**src/rtl/lcd_timing.sv**
```systemverilog
// rtl/lcd_timing.sv - Game Boy LCD dot/line timing, PPU mode and LCD interrupt requests
module lcd_timing #(
  parameter int DOTS_PER_LINE   = 456,
  parameter int LINES_PER_FRAME = 154,
  parameter int VISIBLE_LINES   = 144,
  parameter int OAM_DOTS        = 80,
  parameter int XFER_DOTS       = 172
) (
  input  logic       clk,
  input  logic       rst_n,
  input  logic       dot_en,
  input  logic [7:0] lcdc,
  input  logic [7:0] lyc,
  input  logic [3:0] stat_ie,
  output logic       lcd_on,
  output logic [8:0] lx,
  output logic [7:0] ly,
  output logic [1:0] mode,
  output logic       lyc_match,
  output logic       vblank_irq,
  output logic       stat_irq
);

  localparam logic [8:0] LX_LAST  = 9'(DOTS_PER_LINE - 1);
  localparam logic [7:0] LY_LAST  = 8'(LINES_PER_FRAME - 1);
  localparam logic [7:0] LY_VBL   = 8'(VISIBLE_LINES);
  localparam logic [7:0] LY_PRE   = 8'(VISIBLE_LINES - 1);
  localparam logic [8:0] OAM_END  = 9'(OAM_DOTS);
  localparam logic [8:0] XFER_END = 9'(OAM_DOTS + XFER_DOTS);

  typedef enum logic {ST_OFF, ST_RUN} state_t;

  state_t     state_q;
  logic [8:0] lx_q, lx_d;
  logic [7:0] ly_q, ly_d;
  logic [1:0] mode_q, mode_d;
  logic       vblank_q, vblank_d;
  logic       stat_irq_q, stat_prev_q;
  logic       stat_cond;
  logic       lcdc_unused;

  assign lcdc_unused = ^lcdc[6:0];

  // Mode is derived from the post-increment position so it moves with lx/ly.
  always_comb begin
    lx_d = lx_q + 9'd1;
    ly_d = ly_q;
    if (lx_q == LX_LAST) begin
      lx_d = '0;
      ly_d = (ly_q == LY_LAST) ? 8'd0 : ly_q + 8'd1;
    end
    if (ly_d >= LY_VBL)        mode_d = 2'd1;
    else if (lx_d < OAM_END)   mode_d = 2'd2;
    else if (lx_d < XFER_END)  mode_d = 2'd3;
    else                       mode_d = 2'd0;
    vblank_d = (lx_q == LX_LAST) && (ly_q == LY_PRE);
  end

  assign lcd_on    = (state_q == ST_RUN);
  assign lx        = lx_q;
  assign ly        = ly_q;
  assign mode      = mode_q;
  assign lyc_match = lcd_on & (ly_q == lyc);
  assign vblank_irq = vblank_q;
  assign stat_irq   = stat_irq_q;

  assign stat_cond = lcd_on & ((stat_ie[0] & (mode_q == 2'd0)) |
                               (stat_ie[1] & (mode_q == 2'd1)) |
                               (stat_ie[2] & (mode_q == 2'd2)) |
                               (stat_ie[3] & lyc_match));

  always_ff @(posedge clk or negedge rst_n) begin
    if (!rst_n) begin
      state_q     <= ST_OFF;
      lx_q        <= '0;
      ly_q        <= '0;
      mode_q      <= 2'd0;
      vblank_q    <= 1'b0;
      stat_irq_q  <= 1'b0;
      stat_prev_q <= 1'b0;
    end else begin
      vblank_q <= 1'b0;
      if (state_q == ST_OFF) begin
        stat_prev_q <= 1'b0;
        stat_irq_q  <= 1'b0;
        // The enabling edge only starts the LCD; counting waits for a later strobe.
        if (lcdc[7]) begin
          state_q <= ST_RUN;
          mode_q  <= 2'd2;
        end
      end else if (!lcdc[7]) begin
        state_q     <= ST_OFF;
        lx_q        <= '0;
        ly_q        <= '0;
        mode_q      <= 2'd0;
        stat_prev_q <= 1'b0;
        stat_irq_q  <= 1'b0;
      end else begin
        stat_prev_q <= stat_cond;
        stat_irq_q  <= stat_cond & ~stat_prev_q;
        if (dot_en) begin
          lx_q     <= lx_d;
          ly_q     <= ly_d;
          mode_q   <= mode_d;
          vblank_q <= vblank_d;
        end
      end
    end
  end

endmodule

```
**config.mk**
```make
export PLATFORM = sky130hd
export DESIGN_NAME = lcd_timing
export DESIGN_NICKNAME = d
export VERILOG_FILES = /design/src/rtl/lcd_timing.sv
export SDC_FILE = /design/constraint.sdc
export NUM_CORES = 1
export LEC_CHECK = 0
export CAP_MARGIN = 20
export CELL_PAD_IN_SITES_DETAIL_PLACEMENT = 1
export CELL_PAD_IN_SITES_GLOBAL_PLACEMENT = 2
export CORE_ASPECT_RATIO = 1.75
export CORE_MARGIN = 2
export CORE_UTILIZATION = 39
export DETAILED_ROUTE_END_ITERATION = 7
export DONT_BUFFER_PORTS = 1
export GPL_ROUTABILITY_DRIVEN = 0
export GPL_TIMING_DRIVEN = 0
export MAX_ROUTING_LAYER = met4
export PLACE_DENSITY = 0.9
export SLEW_MARGIN = 20
export SYNTH_ARGS = -nofsm -noshare
export SYNTH_HDL_FRONTEND = slang
export SYNTH_SLANG_ARGS = --single-unit
export TNS_END_PERCENT = 100
```
**constraint.sdc**
```tcl
create_clock -name clk -period 5.7 [get_ports clk]
set_input_delay 1.425 -clock clk [delete_from_list [all_inputs] [get_ports clk]]
set_output_delay 1.425 -clock clk [all_outputs]
set_load 0.1 [all_outputs]
```
==> results of run 1 <==
## layer usage
layer,vias to the layer above,GRT usage [%]
met5,-,-
met2,40,37.9
met1,692,22.0
li1,659,-
met3,12,2.70
met4,0,10.0
## placed cells by master, fill, tap and decap left out, drive strengths merged, types with 2 or more instances in the layout
cell type  netlist  routed
and2             2       2
nor2b            2       2
ha               3       3
o41ai            2       2
xnor2            9       9
buf              6       6
o21ai           26      26
nand4            3       3
o31ai            5       5
nand3            9       9
clkbuf           6      10
nand2           18      18
o211ai           2       2
a22o             2       2
dfrtp           23      23
a21oi            8       8
nand4b           2       2
and3             6       6
nor3             4       4
nand3b           2       2
nor4             5       5
xor2             3       3
inv              3       3
nor2            11      11
nand2b           4       4
## layout make-up
class	instances	area, sq um	area share (%)
Inverter	3	11.3	0.667
Clock buffer	4	45.0	2.67
Buffer	12	90.1	5.34
Sequential cell	23	576	34.1
Multi-Input combinational cell	141	906	53.7
Tap cell	48	60.1	3.56
## cell families after synthesis
| kind of cell | Yosys count | synth area share, % |
|---|---|---|
| DFF | 23 | 36.4 |
| AOI/OAI and AO/OA | 53 | 21.4 |
| xor gates and xnor gates | 12 | 6.64 |
| adders and majority gates | 3 | 2.37 |
| and+or+nand+nor | 72 | 26.2 |
| buffers and inverters | 15 | 6.40 |
| muxes | 1 | 0.632 |
## worst reg2reg max path, delay by kind of cell, from the launching register on
family | cells | cell delay [ps]
AOI/OAI and AO/OA | 1 | 200
xor gates and xnor gates | 1 | 160
buffers and inverters | 1 | 350
DFF | 1 | 930
and+or+nand+nor | 4 | 1420
## registers in the layout, indices dropped and copies added (netlist names)
register	flops
lx	9
stat_irq	1
ly	8
vblank_irq	1
mode	2
stat_prev_q	1
lcd_on	1
## report_power, final
| group | total [mW] | internal [mW] | switching, mW |
|---|---|---|---|
| Sequential | 0.193 | 0.166 | 0.0274 |
| Clock | 0.105 | 0.0500 | 0.0549 |
| Combinational | 0.0207 | 0.00769 | 0.0130 |
## synth_stat cells, drive strengths merged, types with 4 or more instances
cell type	number	area, sq um
o21ai	26	130
buf	6	66.3
nand2	18	67.6
nor2	11	41.3
o31ai	5	51.3
clkbuf	6	23.8
nand2b	4	25.0
and3	6	38.8
nor4	5	31.3
a21oi	8	40.0
nor3	4	20.0
xnor2	9	78.8
dfrtp	23	576
nand3	9	45.0
## worst paths after layout
check | slack [ps] | endpoint | from | cells after the start
worst max register to register | 2560 | stat_irq$_DFF_PN0_ | ly[2]$_DFFE_PN0P_ | 7
min in group asynchronous | 840 | ly[4]$_DFFE_PN0P_ | rst_n | 0
worst min-delay path | 410 | stat_irq$_DFF_PN0_ | stat_prev_q$_DFF_PN0_ | 1
worst max-delay path | 1350 | lyc_match | ly[2]$_DFFE_PN0P_ | 5
worst min register to register | 410 | stat_irq$_DFF_PN0_ | stat_prev_q$_DFF_PN0_ | 1
max in group asynchronous | 4780 | ly[1]$_DFFE_PN0P_ | rst_n | 0
==> impl_metrics.toml, run 1 <==
[timing]
slew_viol_final = 0
timing.fmax_ghz = 0.230
skew_ps = 4.58
min_period_ps = 4350
setup_ws_ps = 1350
slew_headroom_pct = 26.5
rsz0062_at_grt = "false"
setup-violations-final = 0
hold_violations = 0
totalNegativeSetupSlack_ps = 0
period_share_pct = 76.2
worstMarginPinSlew_ps = 1100
hold_slack_ps = 412

[route]
dr_wl_met2_mm = 2.34
drc = 0
m1WireLength_mm = 1.69
vias = 1403
viasPerCell = 6.07
postRouteAntennaNets = 0
wl_per_cell_microns = 18.7
dr.max_layer_used = "met4"
drt-pass1-iter-count = 4
route.met3.wl_microns = 153
drt_iter0_markers = 15
wl_mm = 4.33

[global_routing]
track_usage_pct = 21.0
grt_pass1_vias = 1505
grt_max_degree = 24
gr-total-overflow = 0
antenna_found_initial = 0
grt_pass1_wl_mm = 7.03

[setup_path]
critPathArrivalTime_ps = 2920
critical_path_class = "reg2out"
path_buf_inv = 1
critPathRequiredTime_ps = 4280
crit_path_max_incr_delay_ps = 930
crit_family = "simple AND/OR/NAND/NOR gates"
cpMaxStageDelayCell = "dfrtp_1"
critPathCaptureType = "output pin"
cp_cell_sequence = "clkbuf_1 > xnor2_1 > nand4_1 > nor4_1 > and3_1"
critPathLaunchType = "flop"
worstPathMaxFanout = 8

[clocking]
cts_inserted_buffers = 3
cts_buffer_depth = 2
path_clk_slew_ps = 90
cts_setup_buffers = 0
cts_hold_buf = 0
cts_tree = "yes"
post_cts_resize_count = 0
cts-htree-levels = 1
clkLatencyLatePin_ps = 270
cts_root_buf = "clkbuf_8"
cts.sinks = 23

[run]
max-cap-violations = 0

[finish]
layout.cells.non_filler = 231
drive_gt1_share_pct = 8.74
fin_area_sq_um = 1690
utilization_pct = 43.2
nets = 210
antenna_cells = 0
areaGrowthSynthToFinish_pct = 6.64
fillCellCount = 485

[floorplanning]
io_pins = 46
dieHeight_microns = 88.3
dieArea_sq_um = 4600
rows = 30
die_w_microns = 52.2
start_util_pct = 40.5
core_sq_um = 3900

[status]
outcome = "finished clean"

[placement]
detailed_place.area_sq_um = 1640
dp_cells = 227
dp_hpwl_mm = 3.32
pre_cts_slack_ps = 1410
port_buffers = 0

[synth]
syn-num-nets = 205
syn-mean-instance-area_sq_um = 8.84
ys_seq_area_share_pct = 36.4
yosysWarnings = 0
synthCells = 179
synth-seq-cells = 23
synth_cell_types = 46
synthFlopType = "dfrtp_1"
async_flop_share_pct = 100
synth_edf_count = 0
netlist_area_sq_um = 1580

[pwr]
ir_drop_uv = 109
power_density_nw_per_um2 = 189
leakage_nw = 0.679
p_total_uw = 319

[hold_path]
hp-class = "reg2reg"
Note: power is estimated with default switching activity, not from simulation.
==> inputs of run 2 (changes only) <==
--- a/config.mk
+++ b/config.mk
@@ -10,13 +10,13 @@
 export CELL_PAD_IN_SITES_GLOBAL_PLACEMENT = 2
 export CORE_ASPECT_RATIO = 1.75
 export CORE_MARGIN = 2
-export CORE_UTILIZATION = 39
+export CORE_UTILIZATION = 33
 export DETAILED_ROUTE_END_ITERATION = 7
 export DONT_BUFFER_PORTS = 1
 export GPL_ROUTABILITY_DRIVEN = 0
 export GPL_TIMING_DRIVEN = 0
 export MAX_ROUTING_LAYER = met4
-export PLACE_DENSITY = 0.9
+export PLACE_DENSITY = 0.82
 export SLEW_MARGIN = 20
 export SYNTH_ARGS = -nofsm -noshare
 export SYNTH_HDL_FRONTEND = slang
==> constraint.sdc (replaced) <==
create_clock -name clk -period 3.6 [get_ports clk]
set_input_delay 0.9 -clock clk [delete_from_list [all_inputs] [get_ports clk]]
set_output_delay 0.9 -clock clk [all_outputs]
set_load 0.1 [all_outputs]
==> run 2 against run 1 <==
Net effect: critical path depth shrank 1; critical endpoint unchanged; total power grew 60%; largest power group unchanged; clock power grew 65%; first-iteration DRC count grew 33%; core utilization shrank 6.9 points; count of clock-buffer cells in the layout shrank 1.
==> impl_metrics.toml, run 2 (synthesis gave the netlist of run 1 again) <==
[status]
outcome = "finished clean"

[timing]
slew_viol_final = 0
period_share_pct = 95.0
setup_ws_ps = 178
timing.fmax_ghz = 0.292
skew_ps = 7.44
hold_violations = 0
worstMarginPinSlew_ps = 1110
slew_headroom_pct = 25.8
min_period_ps = 3420
totalNegativeSetupSlack_ps = 0
hold_slack_ps = 303
setup-violations-final = 0
rsz0062_at_grt = "false"

[floorplanning]
io_pins = 46
start_util_pct = 33.9
die_w_microns = 56.4
rows = 33
dieHeight_microns = 95.6
dieArea_sq_um = 5390
core_sq_um = 4670

[setup_path]
r2r_cells = 9
critPathCaptureType = "output pin"
critical_path_class = "reg2out"
r2r_start = "lx[1]$_DFFE_PN0P_"
reg2reg_to = "mode[1]$_DFFE_PN0P_"
crit_path_max_incr_delay_ps = 1070
critPathLaunchType = "flop"
worstPathMaxFanout = 8
timing.critical_path.from = "ly[0]$_DFFE_PN0P_"
critPathRequiredTime_ps = 2700
r2r_slack_ps = 590
cpMaxStageDelayCell = "dfrtp_1"
critPathArrivalTime_ps = 2520
path_buf_inv = 0
cp_cell_sequence = "xnor2_1 > nand4_1 > nor4_1 > and3_2"
crit_family = "flip-flops"

[route]
drt_iter0_markers = 20
route.met3.wl_microns = 167
postRouteAntennaNets = 0
viasPerCell = 6.05
drc = 0
drt-pass1-iter-count = 4
m1WireLength_mm = 1.69
dr.max_layer_used = "met4"
dr_wl_met2_mm = 2.50
wl_mm = 4.51
vias = 1422
wl_per_cell_microns = 19.2

[finish]
areaGrowthSynthToFinish_pct = 7.19
layout.cells.non_filler = 235
drive_gt1_share_pct = 10.4
final_common_cell = "dfrtp_1"
largest_reg_flops = 9
antenna_cells = 0
layout_common_cells = "22 x dfrtp_1, 19 x o21ai_0, 18 x nand2_1"
nets = 210
fin_area_sq_um = 1700

[clocking]
path_clk_slew_ps = 90
cts-htree-levels = 1
cts_buffer_depth = 2
cts_tree = "yes"
cts.sinks = 23
cts_root_buf = "clkbuf_8"
cts_inserted_buffers = 3
clkLatencyLatePin_ps = 280

[placement]
port_buffers = 0
dp_cells = 231
detailed_place.area_sq_um = 1650
pre_cts_slack_ps = -83.0
dp_hpwl_mm = 3.41

[run]
max-cap-violations = 0

[pwr]
power_density_nw_per_um2 = 301
leakage_nw = 0.680
ir_drop_uv = 144

[hold_path]
hp-class = "in2async"

[global_routing]
antenna_found_initial = 0
track_usage_pct = 18.9
grt_max_degree = 24
gr-total-overflow = 0
grt_pass1_wl_mm = 7.68
grt_pass1_vias = 1592
## run 2: cell count changes in the layout (fill, tap and decap cells not counted)
cell      delta
dfrtp_2      +1
and3_1       -1
dfrtp_1      -1
and3_2       +1
clkinv_2     +1
clkbuf_1     -1
## run 2: final cells by class
type,instances,area [sq um]
plain buffers,12,90.1
clock buffers,3,41.3
clock inverters,1,5.00
fillers,579,2970
inverters,3,11.3
multi-input cells,141,907
flip-flops and latches,23,577
well taps,52,65.1
## run 2: worst max path at each step
stage                endpoint  slack, ps  cells after the start
floorplan           lyc_match        310                      5
global placement    lyc_match        -70                      5
finish              lyc_match        180                      4
detailed placement  lyc_match        -80                      5
global route        lyc_match        0.5                      4
CTS                 lyc_match         90                      4
## run 2: worst register-to-register path, cell delays in order, from the launching register on
cell,delay (ps)
dfrtp_1,1000
ha_1,280
buf_2,210
nand4b_4,160
or2_1,300
buf_6,140
or3_4,390
a21oi_1,200
and2_1,160
o21ai_1,70
## run 2: metal layers
layer | up-vias | track usage [%]
li1 | 661 | -
met4 | 0 | 9.52
met3 | 15 | 2.99
met2 | 37 | 35.1
met1 | 709 | 18.8
met5 | - | -
## run 2: what timing repair did
item | in CTS | in global routing
resized for setup | 2 | 0
setup endpoints to repair | 1 | 0
buffers inserted | 0 | 0
hold buffers | 0 | 0
## run 2: report_power, final
group | switching [mW] | internal (mW)
registers | 0.0432 | 0.263
logic | 0.0202 | 0.0120
clock network | 0.0950 | 0.0776
total | 0.158 | 0.352
## run 2: per-stage QoR
| step | power (mW) | util, % |
|---|---|---|
| CTS | 0.513 | 36.4 |
| global route | 0.532 | 36.4 |
| finish | 0.511 | 36.4 |
| floorplan | 0.334 | - |
| global placement | 0.342 | 35.3 |
| detailed placement | 0.344 | 35.3 |
